File: src/rtl/bp_fe_pkg.sv
// Shared types for the FE memory port arbiter.
//   bp_fe_owner_e            : which requester owns an in-flight command
//   bp_fe_mem_owner_stage_s  : one stage of the ownership pipeline {v, owner}
package bp_fe_pkg;

    typedef enum logic {
        e_fe_owner_demand = 1'b0,
        e_fe_owner_aux    = 1'b1
    } bp_fe_owner_e;

    typedef struct packed {
        logic         v;
        bp_fe_owner_e owner;
    } bp_fe_mem_owner_stage_s;

    localparam int unsigned starve_cnt_width_gp = 8;

endpackage

File: src/rtl/bp_fe_mem_starve_counter.sv
// Saturating starvation counter for the auxiliary requester.
// Ports:
//   clk_i       clock
//   reset_n_i   asynchronous active-low reset
//   clear_i     clear to zero (highest priority)
//   incr_i      increment, saturating at limit_p
//   at_limit_o  counter equals limit_p
module bp_fe_mem_starve_counter
    import bp_fe_pkg::*;
#(
    parameter int unsigned limit_p = 8
)
(
    input  logic clk_i,
    input  logic reset_n_i,
    input  logic clear_i,
    input  logic incr_i,
    output logic at_limit_o
);

    localparam logic [starve_cnt_width_gp-1:0] limit_lp = starve_cnt_width_gp'(limit_p);

    logic [starve_cnt_width_gp-1:0] cnt_r;
    logic [starve_cnt_width_gp-1:0] cnt_n;

    assign at_limit_o = (cnt_r == limit_lp);

    always_comb begin
        cnt_n = cnt_r;
        if (clear_i) begin
            cnt_n = '0;
        end else if (incr_i && !at_limit_o) begin
            cnt_n = cnt_r + 1'b1;
        end
    end

    always_ff @(posedge clk_i or negedge reset_n_i) begin
        if (!reset_n_i) begin
            cnt_r <= '0;
        end else begin
            cnt_r <= cnt_n;
        end
    end

endmodule

File: src/rtl/bp_fe_mem_arbiter.sv
// Arbitrates the single FE memory port between the demand requester (PC gen)
// and an auxiliary requester (prefetch / debug fetch). Ownership of each
// accepted command is tracked through the fixed 2-cycle I$ pipeline so poison
// is taken from the owner and each response is routed back to its owner.
// Ports:
//   clk_i, reset_n_i                      clock, async active-low reset
//   demand_cmd_*/demand_poison_i/resp_*   demand requester side
//   aux_cmd_*/aux_poison_i/aux_resp_*     auxiliary requester side
//   mem_cmd_*/mem_poison_o/mem_resp_*     memory side
//   protocol_err_o                        sticky: response with no live owner
module bp_fe_mem_arbiter
    import bp_fe_pkg::*;
#(
    parameter int unsigned mem_cmd_width_p  = 128,
    parameter int unsigned mem_resp_width_p = 72,
    parameter int unsigned starve_limit_p   = 8
)
(
    input  logic                        clk_i,
    input  logic                        reset_n_i,

    input  logic [mem_cmd_width_p-1:0]  demand_cmd_i,
    input  logic                        demand_cmd_v_i,
    output logic                        demand_cmd_yumi_o,
    input  logic                        demand_poison_i,
    output logic [mem_resp_width_p-1:0] demand_resp_o,
    output logic                        demand_resp_v_o,

    input  logic [mem_cmd_width_p-1:0]  aux_cmd_i,
    input  logic                        aux_cmd_v_i,
    output logic                        aux_cmd_yumi_o,
    input  logic                        aux_poison_i,
    output logic [mem_resp_width_p-1:0] aux_resp_o,
    output logic                        aux_resp_v_o,

    output logic [mem_cmd_width_p-1:0]  mem_cmd_o,
    output logic                        mem_cmd_v_o,
    input  logic                        mem_cmd_yumi_i,
    output logic                        mem_poison_o,
    input  logic [mem_resp_width_p-1:0] mem_resp_i,
    input  logic                        mem_resp_v_i,

    output logic                        protocol_err_o
);

    logic                   sel_aux;
    logic                   at_limit;
    bp_fe_mem_owner_stage_s s1_r, s1_n;
    bp_fe_mem_owner_stage_s s2_r, s2_n;
    logic                   poisoned_last_r;
    logic                   err_r;

    // Demand wins unless it is idle or aux has waited starve_limit_p grants.
    assign sel_aux = aux_cmd_v_i & (~demand_cmd_v_i | at_limit);

    assign mem_cmd_v_o       = demand_cmd_v_i | aux_cmd_v_i;
    assign mem_cmd_o         = sel_aux ? aux_cmd_i : demand_cmd_i;
    assign demand_cmd_yumi_o = mem_cmd_yumi_i & ~sel_aux;
    assign aux_cmd_yumi_o    = mem_cmd_yumi_i &  sel_aux;

    bp_fe_mem_starve_counter #(
        .limit_p (starve_limit_p)
    ) starve_cnt (
        .clk_i      (clk_i),
        .reset_n_i  (reset_n_i),
        .clear_i    (~aux_cmd_v_i | aux_cmd_yumi_o),
        .incr_i     (aux_cmd_v_i & demand_cmd_yumi_o),
        .at_limit_o (at_limit)
    );

    assign mem_poison_o = s1_r.v &
        ((s1_r.owner == e_fe_owner_aux) ? aux_poison_i : demand_poison_i);

    always_comb begin
        s1_n       = '0;
        s1_n.v     = mem_cmd_yumi_i;
        s1_n.owner = sel_aux ? e_fe_owner_aux : e_fe_owner_demand;

        // A poisoned stage-1 entry advances as a bubble.
        s2_n       = '0;
        s2_n.v     = s1_r.v & ~mem_poison_o;
        s2_n.owner = s1_r.owner;
    end

    always_ff @(posedge clk_i or negedge reset_n_i) begin
        if (!reset_n_i) begin
            s1_r            <= '0;
            s2_r            <= '0;
            poisoned_last_r <= 1'b0;
            err_r           <= 1'b0;
        end else begin
            s1_r            <= s1_n;
            s2_r            <= s2_n;
            poisoned_last_r <= mem_poison_o;
            // The response slot of a poisoned entry is allowed to carry data.
            if (mem_resp_v_i && !s2_r.v && !poisoned_last_r) begin
                err_r <= 1'b1;
            end
        end
    end

    assign demand_resp_v_o = mem_resp_v_i & s2_r.v & (s2_r.owner == e_fe_owner_demand);
    assign aux_resp_v_o    = mem_resp_v_i & s2_r.v & (s2_r.owner == e_fe_owner_aux);
    assign demand_resp_o   = mem_resp_i;
    assign aux_resp_o      = mem_resp_i;
    assign protocol_err_o  = err_r;

endmodule
File: config.mk
export PLATFORM = sky130hd
export DESIGN_NAME = bp_fe_mem_arbiter
export DESIGN_NICKNAME = d
export VERILOG_FILES = /design/src/rtl/bp_fe_pkg.sv /design/src/rtl/bp_fe_mem_starve_counter.sv /design/src/rtl/bp_fe_mem_arbiter.sv
export SDC_FILE = /design/constraint.sdc
export NUM_CORES = 1
export LEC_CHECK = 0
export BUFFER_PORTS_ARGS = -buffer_cell sky130_fd_sc_hd__buf_2
export CAP_MARGIN = 15
export CORE_AREA = 3 3 236 238
export CTS_CLUSTER_SIZE = 8
export DETAILED_ROUTE_END_ITERATION = 16
export DIE_AREA = 0 0 239 241
export PLACE_DENSITY_LB_ADDON = 0.25
export SETUP_SLACK_MARGIN = 0.1
export SYNTH_ARGS = -nofsm -noshare
export SYNTH_HDL_FRONTEND = slang
export SYNTH_HIERARCHICAL = 1
export SYNTH_SLANG_ARGS = --single-unit
File: constraint.sdc
create_clock -name clk_i -period 3.1 [get_ports clk_i]
set_input_delay 0.31 -clock clk_i [delete_from_list [all_inputs] [get_ports clk_i]]
set_output_delay 0.31 -clock clk_i [all_outputs]
set_load 0.005 [all_outputs]
Yosys cells after proc, flatten, opt, wreduce, memory -nomap -nowiden
Index checks and enable logic that the tools add are counted.

Flip-flop bits (word level): 14. Bits of input ports: 336. Logic and storage cells: 38. Output and inout port bits: 279.

Reduce and logical (&&, ||, !) cells: 7. Muxes and demuxes: 5. Bitwise gates (word level): 17. Equality and inequality tests: 1. Add/subtract/negate cells: 1.

Operator list (count): 128-bit two-way mux (1); 8-bit two-way mux (2); 1-bit bitwise AND (9); 8-bit by 1-bit adder with 8-bit output (second input constant) (1); 8-bit by 4-bit equality test with 1-bit output (second input constant) (1); 1-bit inverter (5); 1-bit logical AND (3); 1-bit logical NOT (3); 1-bit OR (3); 1-bit two-way mux (2); 2-bit nonzero test (1).

Depth between registers and ports, before layout
Gate-level depths: netlist (run 1).

Word-level depth: 9. Mapped depth: 10. Depth with buffers taken out: 9.

Modules after synthesis
The synthesis (run 1) kept the hierarchy.

Modules (own cells, without submodules): bp_fe_mem_arbiter (area an instance 3284.4 um2, sequential area each 150.1 um2, cells each 310, times used 1); bp_fe_mem_starve_counter (area an instance 464.2 um2, sequential area each 200.2 um2, cells each 49, times used 1).

Worst setup path after synthesis (run 1)
No wires, ideal clock.

Path type: reg-to-output. Start point: register starve_cnt.cnt_r[0]. End point: output port mem_cmd_o[100]. Required time: 2.790 ns. Data arrival time: 2.053 ns. Buffers on the path: 2. Setup slack: 0.737 ns. Stages on the path, launching flop included: 10. Path through: dfrtp_1 > inv_1 > ha_1 > or4b_4 > nor4_1 > nand2b_4 > nand2_2 > buf_6 > buf_6 > mux2_4.

Cells in the longest elaborated chain, start to end: 4.

Ends and longest elaborated chain: start, declared (RTL line bp_fe_mem_starve_counter.sv:23) `logic [starve_cnt_width_gp-1:0] cnt_r;`; start signal, assigned (RTL line bp_fe_mem_starve_counter.sv:41) `cnt_r <= cnt_n;`; 8-bit by 4-bit equality test with 1-bit output (RTL line bp_fe_mem_starve_counter.sv:26) `assign at_limit_o = (cnt_r == limit_lp);`; named net at_limit (RTL line bp_fe_mem_arbiter.sv:47) `logic at_limit;`; 1-bit OR (RTL line bp_fe_mem_arbiter.sv:54) `assign sel_aux = aux_cmd_v_i & (~demand_cmd_v_i | at_limit);`; 1-bit bitwise AND (RTL line bp_fe_mem_arbiter.sv:54); 128-bit two-way mux (RTL line bp_fe_mem_arbiter.sv:57) `assign mem_cmd_o = sel_aux ? aux_cmd_i : demand_cmd_i;`; end, declared (RTL line bp_fe_mem_arbiter.sv:36) `output logic [mem_cmd_width_p-1:0] mem_cmd_o,`.

The timed path passes the listed nets, and every way through them passes these cells.

Worst setup path in the final report (run 1)
Start point: register starve_cnt.cnt_r[0]. End point: output port mem_cmd_o[39].

The elaborated chain is that of the path after synthesis.

==> flow_summary.toml, run 1 <==
[power_and_ir_drop]
combinationalPowerShare = 0.605
power_switching_mw = 0.3259
p_sw_frac = 0.2969
vdd_drop_max_mv = 0.1378
powerDensity_nw_per_um2 = 191.7
p_int_mw = 0.7718
power_frac_clock = 0.222
p_leak_nw = 3.053
p_total_mw = 1.098
p_seq_frac = 0.173

[sta]
hold_ws_ns = 0.2164
period_needed_ns = 2.905
fin_tns_setup_ns = 0
fmax_mhz = 344.3
finalHoldViolCount = 0
setup_viol = 0
tightest_slew_ns = 0.3871
fin_crit_sh = 0.9370
fin_skew_ns = 0.002627
max_slew_margin = 0.7410
drv_slew = 0
rsz0062_at_grt = "yes"

[clock_network]
cts_tree = "yes"
clock-sinks = 14
path_clk_slew_ns = 0.05
htree_levels = 1
cts_made_buffers = 3
cts_root_buffer = "clkbuf_16"
clock_latency_ns = 0.24
cts_buffer_depth = 2

[floorplanning]
die_h_um = 241
num_rows = 85
die-area_um2 = 57600
die_x_um = 239
initial_core_util = 0.06966
ios = 615
coreArea_um2 = 53810

[synth]
synth-main-ff-cell = "dfrtp_1"
ys_seq_area_frac = 0.09346
netlist_instances = 359
synth_edf_count = 0
syn_area_um2 = 3749
yosys_register_bits = 14
yosysUniqueCellTypes = 33
synth.avg_cell_area_um2 = 10.44
synth_fp_nets = 697
synth-async-reset-ratio = 1.000
yosys_warnings = 6

[drt]
drt_wl_total_um = 17850
dr.pass1.iters = 4
drtIter0Drc = 91
wl_per_cell_um = 13.57
num_vias = 3566
route.detailed.drc = 0
vias_per_cell = 2.712
ant_nets = 0

[place]
gp_congestion = 0.7081
portBuffers = 398
place_area_um2 = 5460
dp_hpwl_um = 15140

[setup_path]
r2r_cells = 10
start_kind = "register"
worstPathMaxFanout = 16
worstPathRequired_ns = 2.79
cp_data_arrival_time_ns = 2.59
end_kind = "output port"
crit_type = "reg2out"
rrSetupSlack_ns = 0.66

[global_routing]
grt_max_degree = 49
grt_pass1_vias = 3340
antenna_found_initial = 5
track_usage = 0.04858
grt_pass1_wl_um = 20740
grt-ovfl-total = 0

[final_layout]
layout.nets = 958
area_growth_pct = 52.77
fin_area_um2 = 5727
final_layout_size_suffix_gt1_frac = 0.8948
layout_commonest_cell = "buf_2"
fillers = 6224
layout_common_cells = "buf_2 (398), mux2_4 (99), mux2_2 (31), dfrtp_1 (14)"

[flow_run]
maxCapViolCount = 0

[hold_path]
hold_path_depth = 1
holdCritPathClass = "in2reg"

[run_status]
status = "finished clean"
## metrics by stage
stage / worst slack [ns] / utilization / instances
6_report: 0.1953 / 0.1064 / 1315
5_1_grt: 0.03596 / 0.1064 / 1315
4_1_cts: 0.07617 / 0.1030 / 1302
3_5_place_dp: 0.3467 / 0.1015 / 1298
3_3_place_gp: 0.3526 / 0.1015 / 1298
2_1_floorplan: 0.7370 / - / 359
## synth_stat cells (all sizes together), types with 2 or more instances
cell type / number / share of area
o21ai: 2 / 0.0027
nor2: 8 / 0.0080
nor2b: 3 / 0.0050
nand2b: 3 / 0.0070
nand2: 9 / 0.0097
mux2: 130 / 0.49
a21oi: 3 / 0.0040
dfrtp: 14 / 0.093
or3: 2 / 0.0033
nand4: 2 / 0.0033
mux2i: 2 / 0.0053
clkbuf: 2 / 0.0020
nand3: 2 / 0.0027
and2: 2 / 0.0033
buf: 158 / 0.33
ha: 2 / 0.0067
inv: 4 / 0.0040
## layout make-up
cell class / instances / area [µm²] / area share
diodes: 1 / 2.502 / 0.0004370
clock buffers: 3 / 75.07 / 0.01311
inverters: 4 / 15.01 / 0.002622
multi-input cells: 181 / 2176 / 0.3799
flip-flops and latches: 14 / 350.3 / 0.06118
well taps: 696 / 870.8 / 0.1521
repair buffers: 416 / 2237 / 0.3906
## kinds of logic after synthesis
group	after synthesis	share of synthesized area
AO/OA/AOI/OAI	8	0.01402
XOR/XNOR	2	0.004674
AND/OR/NAND/NOR	37	0.05474
buffers and inverters	164	0.3314
adder cells (fa/ha/maj)	2	0.006675
flip-flops	14	0.09346
multiplexers	132	0.4950
## flip-flops by register name (all words and copies together), names as in the netlist
name              cells
protocol_err_o        1
starve_cnt/cnt_r      8
poisoned_last_r       1
s2_r                  2
s1_r                  2
## path summary, 6_finish.rpt
check / end / startpoint
min in group asynchronous: starve_cnt/cnt_r[3] / reset_n_i
worst min register to register: s2_r[0] / s1_r[0]
worst max-delay path: mem_cmd_o[39] / starve_cnt/cnt_r[0]
max in group asynchronous: s1_r[0] / reset_n_i
worst min-delay path: s1_r[1] / mem_cmd_yumi_i
worst max register to register: starve_cnt/cnt_r[7] / starve_cnt/cnt_r[0]
## power by group through the flow
| stage | clock, mW | combinational [mW] | sequential, mW |
|---|---|---|---|
| after global routing | 0.265 | 0.719 | 0.190 |
| after global placement | 0 | 0.645 | 0.193 |
| after CTS | 0.254 | 0.647 | 0.190 |
| final | 0.244 | 0.664 | 0.190 |
| after detailed placement | 0 | 0.644 | 0.193 |
| after floorplan | 0 | 0.448 | 0.192 |
## critical path, cell delays in order (launching register included)
cell,delay [ns]
dfrtp_1,0.41
inv_1,0.09
ha_1,0.13
or4b_4,0.48
nor4_2,0.14
nand2b_4,0.20
nand2_8,0.16
clkbuf_16,0.26
mux2_4,0.31
buf_2,0.13
## repair_timing
action                     4_1_cts  5_1_grt
setup buffers                    0        8
setup endpoints to repair       50      120
hold endpoints to repair        14        0
pin swaps                        0        1
hold buffers                     1        0
gates cloned                     0        4
resized for setup                0        6
## per-layer routing
metal  global-route usage  wire (µm)  part of all wire
met1              0.05404       6752              0.38
met2              0.07979       7878              0.44
met3              0.03394       3139              0.18
met4             0.003115         78            0.0044
met5                    0          0                 0
No activity file was read; power rests on OpenSTA's default activity.
==> inputs of run 2 (changes only) <==
--- a/config.mk
+++ b/config.mk
@@ -12,6 +12,7 @@
 export DETAILED_ROUTE_END_ITERATION = 16
 export DIE_AREA = 0 0 239 241
 export PLACE_DENSITY_LB_ADDON = 0.25
+export RECOVER_POWER = 100
 export SETUP_SLACK_MARGIN = 0.1
 export SYNTH_ARGS = -nofsm -noshare
 export SYNTH_HDL_FRONTEND = slang
==> run 2 against run 1 <==
Clock skew barely moved; via count fell by 0.25%; final area fell by 6.1%; setup slack got worse by 0.011 ns; sequential share of layout area rose by 0.40 points; critical path type unchanged.
==> flow_summary.toml, run 2 (synthesis results as in run 1) <==
[run_status]
status = "finished clean"

[drt]
ant_nets = 0
wl_per_cell_um = 13.62
vias_per_cell = 2.705
dr.pass1.iters = 4
route.detailed.drc = 0
drtIter0Drc = 70
num_vias = 3557
drt_wl_total_um = 17900

[power_and_ir_drop]
p_leak_nw = 2.648
p_int_mw = 0.7010
p_total_mw = 1.017
power_switching_mw = 0.3163
vdd_drop_max_mv = 0.1377
p_sw_frac = 0.3109
power_frac_clock = 0.240
combinationalPowerShare = 0.573
powerDensity_nw_per_um2 = 189.2
p_seq_frac = 0.187

[sta]
fin_skew_ns = 0.002650
finalHoldViolCount = 0
period_needed_ns = 2.916
fmax_mhz = 343.0
fin_crit_sh = 0.9405
fin_tns_setup_ns = 0
drv_slew = 0
rsz0062_at_grt = "yes"
max_slew_margin = 0.4688
setup_viol = 0
tightest_slew_ns = 0.7968

[clock_network]
cts_made_buffers = 3
path_clk_slew_ns = 0.05
clock-sinks = 14
clock_latency_ns = 0.24
htree_levels = 1
cts_root_buffer = "clkbuf_16"
cts_tree = "yes"
cts_buffer_depth = 2

[floorplanning]
ios = 615
die-area_um2 = 57600
num_rows = 85
die_x_um = 239
die_h_um = 241
coreArea_um2 = 53810
initial_core_util = 0.06966

[setup_path]
rrSetupSlack_ns = 0.66
cp_data_arrival_time_ns = 2.61
crit_type = "reg2out"
end_kind = "output port"
rr_endpoint = "starve_cnt/cnt_r[7]"
critical-path-slowest-cell = "or4b_4"
path_cells = "inv_1, ha_1, or4b_4, nor4_2, nand2b_4, nand2_8, buf_4, mux2_1, buf_2"
worstPathMaxFanout = 16
r2r_cells = 10
worstPathRequired_ns = 2.79
start_kind = "register"
max_stage_delay_ns = 0.48
timing.rr.start = "starve_cnt/cnt_r[0]"

[hold_path]
hold_path_depth = 1
min_from = "mem_cmd_yumi_i"
holdCritPathClass = "in2reg"
holdPathEnd = "s1_r[1]"

[final_layout]
seqCellArea_um2 = 350.3
top_regs = "starve_cnt/cnt_r: 8 flops, s1_r: 2 flops, s2_r: 2 flops"
fillers = 6341
final_util = 0.09991
multi_input_area_um2 = 1958
layout_common_cells = "buf_2 (367), mux2_1 (60), mux2_4 (41), mux2_2 (29), clkbuf_1 (29)"
fin_area_um2 = 5376
regMostFlops = "starve_cnt/cnt_r"
layout.nets = 958
final_layout_size_suffix_gt1_frac = 0.7492
largest_register_ffs = 8
layout_commonest_cell = "buf_2"
area_growth_pct = 43.42

[global_routing]
grt-ovfl-total = 0
track_usage = 0.04858
grt_pass1_wl_um = 20740
grt_pass1_vias = 3340
grt_max_degree = 49
antenna_found_initial = 6

[place]
place_area_um2 = 5460
gp_congestion = 0.7081
dp_hpwl_um = 15140
portBuffers = 398

[flow_run]
maxCapViolCount = 0
[run 2: cell types whose count changed in the layout (fill, tap and decap cells not counted), moves of 3 or more]
cell	delta
clkbuf_4	+7
buf_4	-3
mux2_4	-58
clkbuf_1	+29
mux2_1	+60
buf_2	-31
clkbuf_16	-3
[run 2: layout make-up]
cell class                 instances  share of cell area
antenna                            1           0.0004654
clock buffer                       3             0.01396
inverter                           4            0.002793
multi-input combinational        181              0.3642
sequential                        14             0.06516
tap                              696              0.1620
timing repair buffer             416              0.3914
[run 2: per-stage QoR]
stage          hold WS [ns]  worst slack [ns]  cells
2_1_floorplan       0.01441            0.7370    359
4_1_cts              0.2154           0.07617   1302
3_5_place_dp         0.2358            0.3467   1298
6_report             0.2386            0.1845   1315
5_1_grt              0.2353           0.02976   1315
3_3_place_gp         0.2367            0.3526   1298
[run 2: how the worst max path moves through the flow]
stage,from,to
4_1_cts,starve_cnt/cnt_r[0],mem_cmd_o[118]
2_1_floorplan,starve_cnt/cnt_r[0],mem_cmd_o[100]
6_report,starve_cnt/cnt_r[0],mem_cmd_o[84]
3_3_place_gp,starve_cnt/cnt_r[0],mem_cmd_o[97]
5_1_grt,starve_cnt/cnt_r[1],mem_cmd_o[40]
3_5_place_dp,starve_cnt/cnt_r[0],mem_cmd_o[118]
[run 2: worst max-delay path: cells and delay by family (launching register included)]
family,cells,cell delay [ns]
adders and majority gates,1,0.13
buffers and inverters,3,0.48
DFF,1,0.41
muxes,1,0.36
and+or+nand+nor,4,0.95
[run 2: per-layer routing]
metal  vias to the layer above  track usage  wire (µm)
met2                       446      0.07979       7821
met3                        15      0.03394       3250
met5                         -            0          0
li1                       1598            -          -
met1                      1498      0.05404       6752
met4                         0     0.003115         79
[run 2: power groups by stage]
stage	combinational, mW	clock, mW	sequential (mW)
after global placement	0.645	0	0.193
after floorplan	0.448	0	0.192
after CTS	0.647	0.254	0.190
after global routing	0.639	0.265	0.190
final	0.583	0.244	0.190
after detailed placement	0.644	0	0.193
[run 2: timing repair]
item,4_1_cts,5_1_grt
hold buffers,1,0
cloned,0,4
endpoints found under the setup margin,50,120
resized for setup,0,6
setup buffers,0,8
endpoints found under the hold margin,14,0
pin swaps,0,1
==> inputs of run 3 (changes only) <==
--- a/config.mk
+++ b/config.mk
@@ -11,7 +11,6 @@
 export CTS_CLUSTER_SIZE = 8
 export DETAILED_ROUTE_END_ITERATION = 16
 export DIE_AREA = 0 0 239 241
-export PLACE_DENSITY_LB_ADDON = 0.25
 export RECOVER_POWER = 100
 export SETUP_SLACK_MARGIN = 0.1
 export SYNTH_ARGS = -nofsm -noshare
==> run 3 against run 2 <==
Via count rose by 4.9%; final area rose by 4.6%; combinational power rose by 19%; core utilization rose by 0.46 points; sequential cell count did not move; die area did not move; wire length rose by 40%; register-to-register slack got worse by 0.05 ns; first-iteration DRC count rose by 100%; largest power group unchanged.
==> flow_summary.toml, run 3 (synthesis results as in run 1) <==
[run_status]
status = "finished clean"

[clock_network]
htree_levels = 1
cts_root_buffer = "clkbuf_16"
cts_tree = "yes"
path_clk_slew_ns = 0.05
cts_buffer_depth = 2
clock-sinks = 14
clock_latency_ns = 0.24
cts_made_buffers = 3

[global_routing]
grt_pass1_wl_um = 28100
grt_pass1_vias = 3555
track_usage = 0.07313
antenna_found_initial = 8
grt_max_degree = 41
grt-ovfl-total = 0

[sta]
fin_crit_sh = 0.9481
fmax_mhz = 340.2
max_slew_margin = 0.4757
fin_tns_setup_ns = 0
rsz0062_at_grt = "no"
drv_slew = 0
finalHoldViolCount = 0
fin_skew_ns = 0.0007891
hold_ws_ns = 0.2996
tightest_slew_ns = 0.7865
period_needed_ns = 2.939
setup_viol = 0

[place]
gp_congestion = 0.7469
place_area_um2 = 5465
portBuffers = 398
dp_hpwl_um = 21400

[setup_path]
start_kind = "register"
path_buf_inv = 4
critical-path-slowest-cell = "or4b_4"
crit_type = "reg2out"
max_stage_delay_ns = 0.49
end_kind = "output port"
cp_data_arrival_time_ns = 2.63
path_cells = "inv_1, ha_1, or4b_4, nor4_4, nand2b_4, nand2_8, buf_4, buf_16, mux2_4, clkbuf_2"
rrSetupSlack_ns = 0.61
worstPathMaxFanout = 11
worstPathRequired_ns = 2.79
crit_family = "simple AND/OR/NAND/NOR gates"

[final_layout]
seqCellArea_um2 = 350.3
layout_commonest_cell = "buf_2"
regMostFlops = "starve_cnt/cnt_r"
area_growth_pct = 50.07
layout_common_cells = "buf_2 (330), mux2_4 (67), clkbuf_1 (48), mux2_1 (32), mux2_2 (31)"
top_regs = "starve_cnt/cnt_r: 8 flops, s1_r: 2 flops, s2_r: 2 flops"
final_layout_size_suffix_gt1_frac = 0.7637
layout.nets = 961
final_util = 0.1045
multi_input_area_um2 = 2076
fillers = 6306
fin_area_um2 = 5625
largest_register_ffs = 8

[hold_path]
holdCritPathClass = "in2reg"

[floorplanning]
die_h_um = 241
coreArea_um2 = 53810
num_rows = 85
ios = 615
die-area_um2 = 57600
die_x_um = 239
initial_core_util = 0.06966

[power_and_ir_drop]
vdd_drop_max_mv = 0.1305
p_sw_frac = 0.3369
p_seq_frac = 0.165
p_total_mw = 1.151
power_switching_mw = 0.3878
p_leak_nw = 2.795
powerDensity_nw_per_um2 = 204.6
p_int_mw = 0.7633
power_frac_clock = 0.231
combinationalPowerShare = 0.604

[drt]
wl_per_cell_um = 18.86
ant_nets = 0
drtIter0Drc = 141
dr.pass1.iters = 4
route.detailed.drc = 0
vias_per_cell = 2.814
num_vias = 3732
drt_wl_total_um = 25010

[flow_run]
maxCapViolCount = 0
-- run 3: changes by cell type in the layout (fill, tap and decap cells not counted), sizes merged --
cell    change
buf        -28
nand2       +1
clkbuf     +31
diode       +7
-- run 3: power groups by stage --
stage	clock (mW)	combinational (mW)	sequential (mW)
2_1_floorplan	0	0.448	0.192
3_3_place_gp	0	0.712	0.193
3_5_place_dp	0	0.712	0.193
4_1_cts	0.272	0.730	0.190
5_1_grt	0.280	0.745	0.191
6_report	0.266	0.695	0.190
-- run 3: final cells by class --
type | count | share of cell area
Sequential cell | 14 | 0.06228
Multi-Input combinational cell | 182 | 0.3690
Clock buffer | 4 | 0.01579
Inverter | 4 | 0.002669
Antenna cell | 8 | 0.003559
Timing Repair Buffer | 418 | 0.3919
Tap cell | 696 | 0.1548
-- run 3: path summary, 6_finish.rpt --
path                                     startpoint             endpoint  depth (start not counted)
worst max-delay path            starve_cnt/cnt_r[0]        mem_cmd_o[74]                         10
worst min-delay path                   mem_resp_v_i       protocol_err_o                          2
worst max register to register  starve_cnt/cnt_r[0]  starve_cnt/cnt_r[0]                         10
worst min register to register              s1_r[0]              s2_r[0]                          0
max in group asynchronous                 reset_n_i  starve_cnt/cnt_r[1]                          2
min in group asynchronous                 reset_n_i              s1_r[0]                          2
-- run 3: repair_timing --
item                                    CTS  global route
endpoints found under the setup margin   89           120
pin swaps                                 1             0
gates cloned                              2             4
resized for setup                         2            10
endpoints found under the hold margin    14             0
hold buffers                              1             0
setup buffers                             1             9
-- run 3: per-stage QoR --
step	worst slack [ns]	std cells
CTS	0.07666	1305
finish	0.1609	1326
floorplan	0.7370	359
detailed placement	0.2801	1297
global placement	0.3200	1297
global route	0.05411	1325
-- run 3: routing by layer --
| metal | vias up | wire length (µm) | global-route usage |
|---|---|---|---|
| li1 | 1613 | - | - |
| met1 | 1616 | 8381 | 0.07088 |
| met2 | 485 | 12510 | 0.1338 |
| met3 | 18 | 3218 | 0.03165 |
| met4 | 0 | 894 | 0.03500 |
| met5 | - | 0 | 0 |
